### src/rtl/rr_mux_stream_if.sv
// Stream bundle between N producers, the channel combiner and one consumer.
interface rr_mux_stream_if #(
  parameter int unsigned W = 8,
  parameter int unsigned N = 4
);
  localparam int unsigned SW = (N > 1) ? $clog2(N) : 1;

  logic [N-1:0]   in_valid;
  logic [N*W-1:0] in_data;
  logic [N-1:0]   in_ready;
  logic           mode;
  logic [SW-1:0]  sel;
  logic           inv;
  logic           out_valid;
  logic [W-1:0]   out_data;
  logic [SW-1:0]  out_chan;
  logic           out_ready;

  // Producer/consumer side: drives stream inputs and control, observes outputs.
  modport master (
    output in_valid, in_data, mode, sel, inv, out_ready,
    input  in_ready, out_valid, out_data, out_chan
  );

  // Combiner side.
  modport slave (
    input  in_valid, in_data, mode, sel, inv, out_ready,
    output in_ready, out_valid, out_data, out_chan
  );
endinterface

### src/rtl/rr_mux_stream.sv
// N-channel W-bit streaming mux with fixed/round-robin select, optional
// inversion and a single bubble-free registered output stage.
module rr_mux_stream #(
  parameter int unsigned W = 8,
  parameter int unsigned N = 4
) (
  input  logic          clk,
  input  logic          rst_n,
  rr_mux_stream_if.slave s
);
  localparam int unsigned SW = (N > 1) ? $clog2(N) : 1;
  // Valid/ready vectors are padded to a power of two so any sel value indexes safely.
  localparam int unsigned NP = 1 << SW;

  logic [SW-1:0] rr_ptr;
  logic [SW-1:0] grant;
  logic [SW-1:0] idx;
  logic          grant_vld;
  logic          can_load;
  logic          xfer;
  logic [W-1:0]  grant_data;
  logic [NP-1:0] valid_ext;
  logic [NP-1:0] ready_ext;

  // Grant selection: fixed channel or round-robin scan starting after rr_ptr.
  always_comb begin
    valid_ext = NP'(s.in_valid);
    grant     = '0;
    grant_vld = 1'b0;
    idx       = '0;
    if (!s.mode) begin
      grant     = s.sel;
      grant_vld = valid_ext[s.sel];
    end else begin
      for (int unsigned k = 1; k <= N; k++) begin
        idx = SW'((int'(rr_ptr) + int'(k)) % int'(N));
        if (!grant_vld && valid_ext[idx]) begin
          grant     = idx;
          grant_vld = 1'b1;
        end
      end
    end
  end

  // Handshake: only the granted channel sees ready, and only when the register can take a word.
  always_comb begin
    can_load  = !s.out_valid || s.out_ready;
    xfer      = grant_vld && can_load;
    ready_ext = '0;
    if (xfer) begin
      ready_ext[grant] = 1'b1;
    end
    s.in_ready = N'(ready_ext);
  end

  // Data path mux for the granted channel.
  always_comb begin
    grant_data = '0;
    for (int unsigned i = 0; i < N; i++) begin
      if (grant == SW'(i)) begin
        grant_data = s.in_data[i*W +: W];
      end
    end
  end

  // Output register and round-robin pointer; load and drain may share an edge.
  always_ff @(posedge clk or negedge rst_n) begin
    if (!rst_n) begin
      s.out_valid <= 1'b0;
      s.out_data  <= '0;
      s.out_chan  <= '0;
      rr_ptr      <= SW'(N - 1);
    end else if (xfer) begin
      s.out_valid <= 1'b1;
      s.out_data  <= s.inv ? ~grant_data : grant_data;
      s.out_chan  <= grant;
      if (s.mode) begin
        rr_ptr <= grant;
      end
    end else if (s.out_ready) begin
      s.out_valid <= 1'b0;
    end
  end
endmodule
### src/flat_wrapper.sv
// flat-port wrapper written by rule: the top's interface ports become plain ports
module rr_mux_stream_flat 
#(
  parameter int unsigned W = 8,
  parameter int unsigned N = 4
)
  (clk, rst_n, s_in_valid, s_in_data, s_mode, s_sel, s_inv, s_out_ready, s_in_ready, s_out_valid, s_out_data, s_out_chan);
  rr_mux_stream_if #(.W(W), .N(N)) s_i ();
  input  logic clk;
  input  logic rst_n;
  input wire logic [$bits(s_i.in_valid)-1:0] s_in_valid;
  input wire logic [$bits(s_i.in_data)-1:0] s_in_data;
  input wire logic [$bits(s_i.mode)-1:0] s_mode;
  input wire logic [$bits(s_i.sel)-1:0] s_sel;
  input wire logic [$bits(s_i.inv)-1:0] s_inv;
  input wire logic [$bits(s_i.out_ready)-1:0] s_out_ready;
  output wire logic [$bits(s_i.in_ready)-1:0] s_in_ready;
  output wire logic [$bits(s_i.out_valid)-1:0] s_out_valid;
  output wire logic [$bits(s_i.out_data)-1:0] s_out_data;
  output wire logic [$bits(s_i.out_chan)-1:0] s_out_chan;
  assign s_i.in_valid = s_in_valid;
  assign s_i.in_data = s_in_data;
  assign s_i.mode = s_mode;
  assign s_i.sel = s_sel;
  assign s_i.inv = s_inv;
  assign s_i.out_ready = s_out_ready;
  assign s_in_ready = s_i.in_ready;
  assign s_out_valid = s_i.out_valid;
  assign s_out_data = s_i.out_data;
  assign s_out_chan = s_i.out_chan;
  rr_mux_stream #(.W(W), .N(N)) u_core (.clk(clk), .rst_n(rst_n), .s(s_i));
endmodule
### config.mk
export PLATFORM = sky130hd
export DESIGN_NAME = rr_mux_stream_flat
export DESIGN_NICKNAME = d
export VERILOG_FILES = /design/src/rtl/rr_mux_stream_if.sv /design/src/rtl/rr_mux_stream.sv /design/src/flat_wrapper.sv
export SDC_FILE = /design/constraint.sdc
export NUM_CORES = 1
export LEC_CHECK = 0
export CAP_MARGIN = 20
export CELL_PAD_IN_SITES_DETAIL_PLACEMENT = 0
export CELL_PAD_IN_SITES_GLOBAL_PLACEMENT = 1
export CORE_MARGIN = 3
export CORE_UTILIZATION = 28
export CTS_CLUSTER_DIAMETER = 40
export DETAILED_ROUTE_END_ITERATION = 16
export PLACE_DENSITY_LB_ADDON = 0.1
export SYNTH_ARGS = -nofsm -noshare
export SYNTH_HDL_FRONTEND = slang
export SYNTH_SLANG_ARGS = --single-unit
### constraint.sdc
create_clock -name clk -period 2.3 [get_ports clk]
set_input_delay 0.46 -clock clk [delete_from_list [all_inputs] [get_ports clk]]
set_output_delay 0.46 -clock clk [all_outputs]
set_load 0.01 [all_outputs]
==> results.cfg, run 1 <==
[outcome]
status = completed

[yosys]
async_flop_share_pct = 100
synth_cells = 123
synth_area_leaders = dfrtp_1 25%, a221oi_1 13%, and2_1 9.6%
seq_area_frac_synth_pct = 29.6
ys_ff_latch = 13
yosys_warnings = 0
yosysUniqueCellTypes = 36
synth_edf_count = 0
synth_nets = 166
synth_area_um2 = 1110
avgSynthCellArea_um2 = 9.00
yosysTopAreaCellShare_pct = 24.9
synth_top_area_cell = dfrtp_1
synthFlopType = dfrtp_1

[placement]
place.gp.congestion = 0.815
io_buffers = 57
post-dp-hpwl_mm = 2.81

[floorplanning]
num_rows = 22
io_pins = 58
chipWidth_um = 68.9
coreArea_um2 = 3740
die-area_um2 = 4750
die_y_um = 68.9
initial_utilization_pct = 29.6

[clock_network]
clk_pin_slew_ns = 0.06
cts_hold_buf = 0
cts_buffers = 3
cts_tree = done
cts_max_path_buffers = 2
clkSinkCount = 13
root_buffer = clkbuf_8
htreeDepth = 1
clkLatencyLatePin_ns = 0.25

[worst_hold_path]
holdPathEnd = u_core.s.out_chan[0]
hp-start = u_core.s.out_chan[0]
hold_path_depth = 2
hold_class = reg2reg

[sta]
finalSetupTns_ns = 0
worst_slew_pin_slew_ns = 0.616
fin_crit_sh_pct = 99.4
finalHoldViolCount = 0
finClkSkew_ns = 0.00268
setup_viol = 0
rsz0062_at_grt = yes
slew_violations = 0
relSlewSlack_pct = 58.8
period_minus_slack_ns = 2.29
max_freq_mhz = 437
hold_ws_ns = 0.486

[global_routing]
grtUsageMet1_pct = 23.4
met2_usage_pct = 26.1
antenna_found_initial = 0
busiest_layer = met2
track_usage_pct = 16.6
met3_usage_pct = 2.11
overflow = 0
grt_pass1_vias = 1306
grt_max_degree = 17
grt_first_pass_wirelength_mm = 5.95

[route]
route.detailed.wl_per_inst_um = 15.6
drtIter0Drc = 45
vias = 1284
vias_per_cell = 5.22
dr.pass1.iters = 4
drcViolationCount = 0
drt-total-wl_mm = 3.83
ant_nets = 0

[power]
switchingPower_mw = 0.569
ir_drop_mv = 0.294
power_frac_clock_pct = 13.9
p_per_area_nw_per_um2 = 705
intPower_mw = 0.933
combPwrFrac_pct = 61.3
p_seq_share_pct = 24.7
leakage_nw = 0.840
swShare_pct = 37.9

[setup_path]
worstSetupEndpointType = output port
crit_arrival_ns = 1.83
timing.rr.end = u_core.s.out_data[6]
startpoint_type = flip-flop
ff2ff_setup_slack_ns = 0.02
timing.rr.start = u_core.rr_ptr[0]
r2r_cells = 10
critPathMaxFanout = 7
critPathKind = reg2out
required_ns = 1.84

[job]
cap_violations = 0

[final_layout]
fin_nets = 242
fill_cells = 330
diodes = 0
drive_gt1_share_pct = 34.8
area_delta_synth_final_pct = 92.5
[registers in the layout (all words and copies together), names as in the netlist]
register            flops
u_core.s.out_chan       2
u_core.s.out_data       8
u_core.rr_ptr           2
u_core.s.out_valid      1
[cell usage in the layout, fill, tap and decap left out, types with 3 or more instances in the layout]
cell / n
nand2_1: 4
dfrtp_1: 11
clkbuf_8: 3
o21a_1: 9
and2_1: 17
a221oi_4: 4
a221o_1: 9
a221oi_2: 13
buf_2: 3
nor2_2: 3
buf_4: 17
clkdlybuf4s15_2: 3
clkdlybuf4s50_1: 46
buf_6: 6
nor2_1: 9
nand2b_1: 3
[cells by family (layout without fill, tap and decap cells)]
logic type / after synthesis / in the layout / share of synthesized area (%)
compound gates: 47 / 47 / 36.9
mux: 1 / 1 / 2.03
flops: 13 / 13 / 29.6
simple gates: 52 / 52 / 25.9
buf+inv: 10 / 85 / 5.54
[per-stage QoR]
stage	worst slack, ns	utilization (%)	instance area (um2)	total power, mW	cells
final	0.0138	57.0	2130	1.50	246
after global routing	-0.0689	57.0	2130	1.61	246
after CTS	-0.0372	53.2	1990	1.40	247
after detailed placement	-0.703	49.4	1850	1.12	242
after global placement	-0.619	49.4	1850	1.11	242
after floorplan	0.244	-	1110	0.746	123
[power by group through the flow]
stage / logic [mW] / clock network [mW] / registers, mW
after floorplan: 0.352 / 0 / 0.393
after CTS: 0.818 / 0.215 / 0.370
after global routing: 1.00 / 0.226 / 0.380
final: 0.922 / 0.209 / 0.371
after global placement: 0.740 / 0 / 0.372
after detailed placement: 0.750 / 0 / 0.371
[area by class of cell]
class / instances / area, um2 / area share [%]
repair buffers: 79 / 739 / 34.7
clock buffers: 4 / 45.0 / 2.11
well taps: 48 / 60.1 / 2.82
flip-flops and latches: 13 / 328 / 15.4
inverters: 2 / 7.51 / 0.352
multi-input cells: 100 / 952 / 44.7
[cell usage after synthesis, drive strengths merged, types with 3 or more instances]
| cell | count |
|---|---|
| and2 | 18 |
| nor2 | 14 |
| a221o | 9 |
| a221oi | 17 |
| o21ai | 3 |
| clkbuf | 3 |
| dfrtp | 11 |
| or2 | 3 |
| nand2 | 6 |
| o21a | 9 |
| nand2b | 3 |
| buf | 5 |
[repair_timing]
item,in CTS,in global routing
resized for setup,44,30
pin swaps,6,15
endpoints found under the setup margin,13,12
setup buffers,1,1
[layer usage]
layer	up-vias	share of wire (%)	wire length [um]
met1	595	49	1870
met4	0	1.3	51
met3	5	5.9	225
met5	-	0	0
met2	47	44	1690
li1	637	-	-
[worst max-delay path, stage by stage (launching register included)]
cell	delay, ns
dfstp_2	0.59
nand4bb_4	0.18
o311ai_4	0.14
a221o_1	0.40
nor2_1	0.13
buf_2	0.14
[worst max path at each step]
stage / from / endpoint / depth (start not counted)
6_report: u_core.rr_ptr[1] / s_in_ready[2] / 5
4_1_cts: s_mode / s_in_ready[1] / 8
3_3_place_gp: s_in_valid[3] / u_core.s.out_data[0] / 9
3_5_place_dp: s_in_valid[3] / s_in_ready[0] / 7
2_1_floorplan: u_core.rr_ptr[1] / u_core.s.out_data[0] / 7
5_1_grt: u_core.rr_ptr[1] / u_core.s.out_data[7] / 8
Note: power is estimated with default switching activity, not from simulation.
==> run 2, diff against run 1 <==
- SLEW_MARGIN: default -> 30
==> results of run 2 <==
No change in the layout: final DEF, timing and power equal those of run 1.
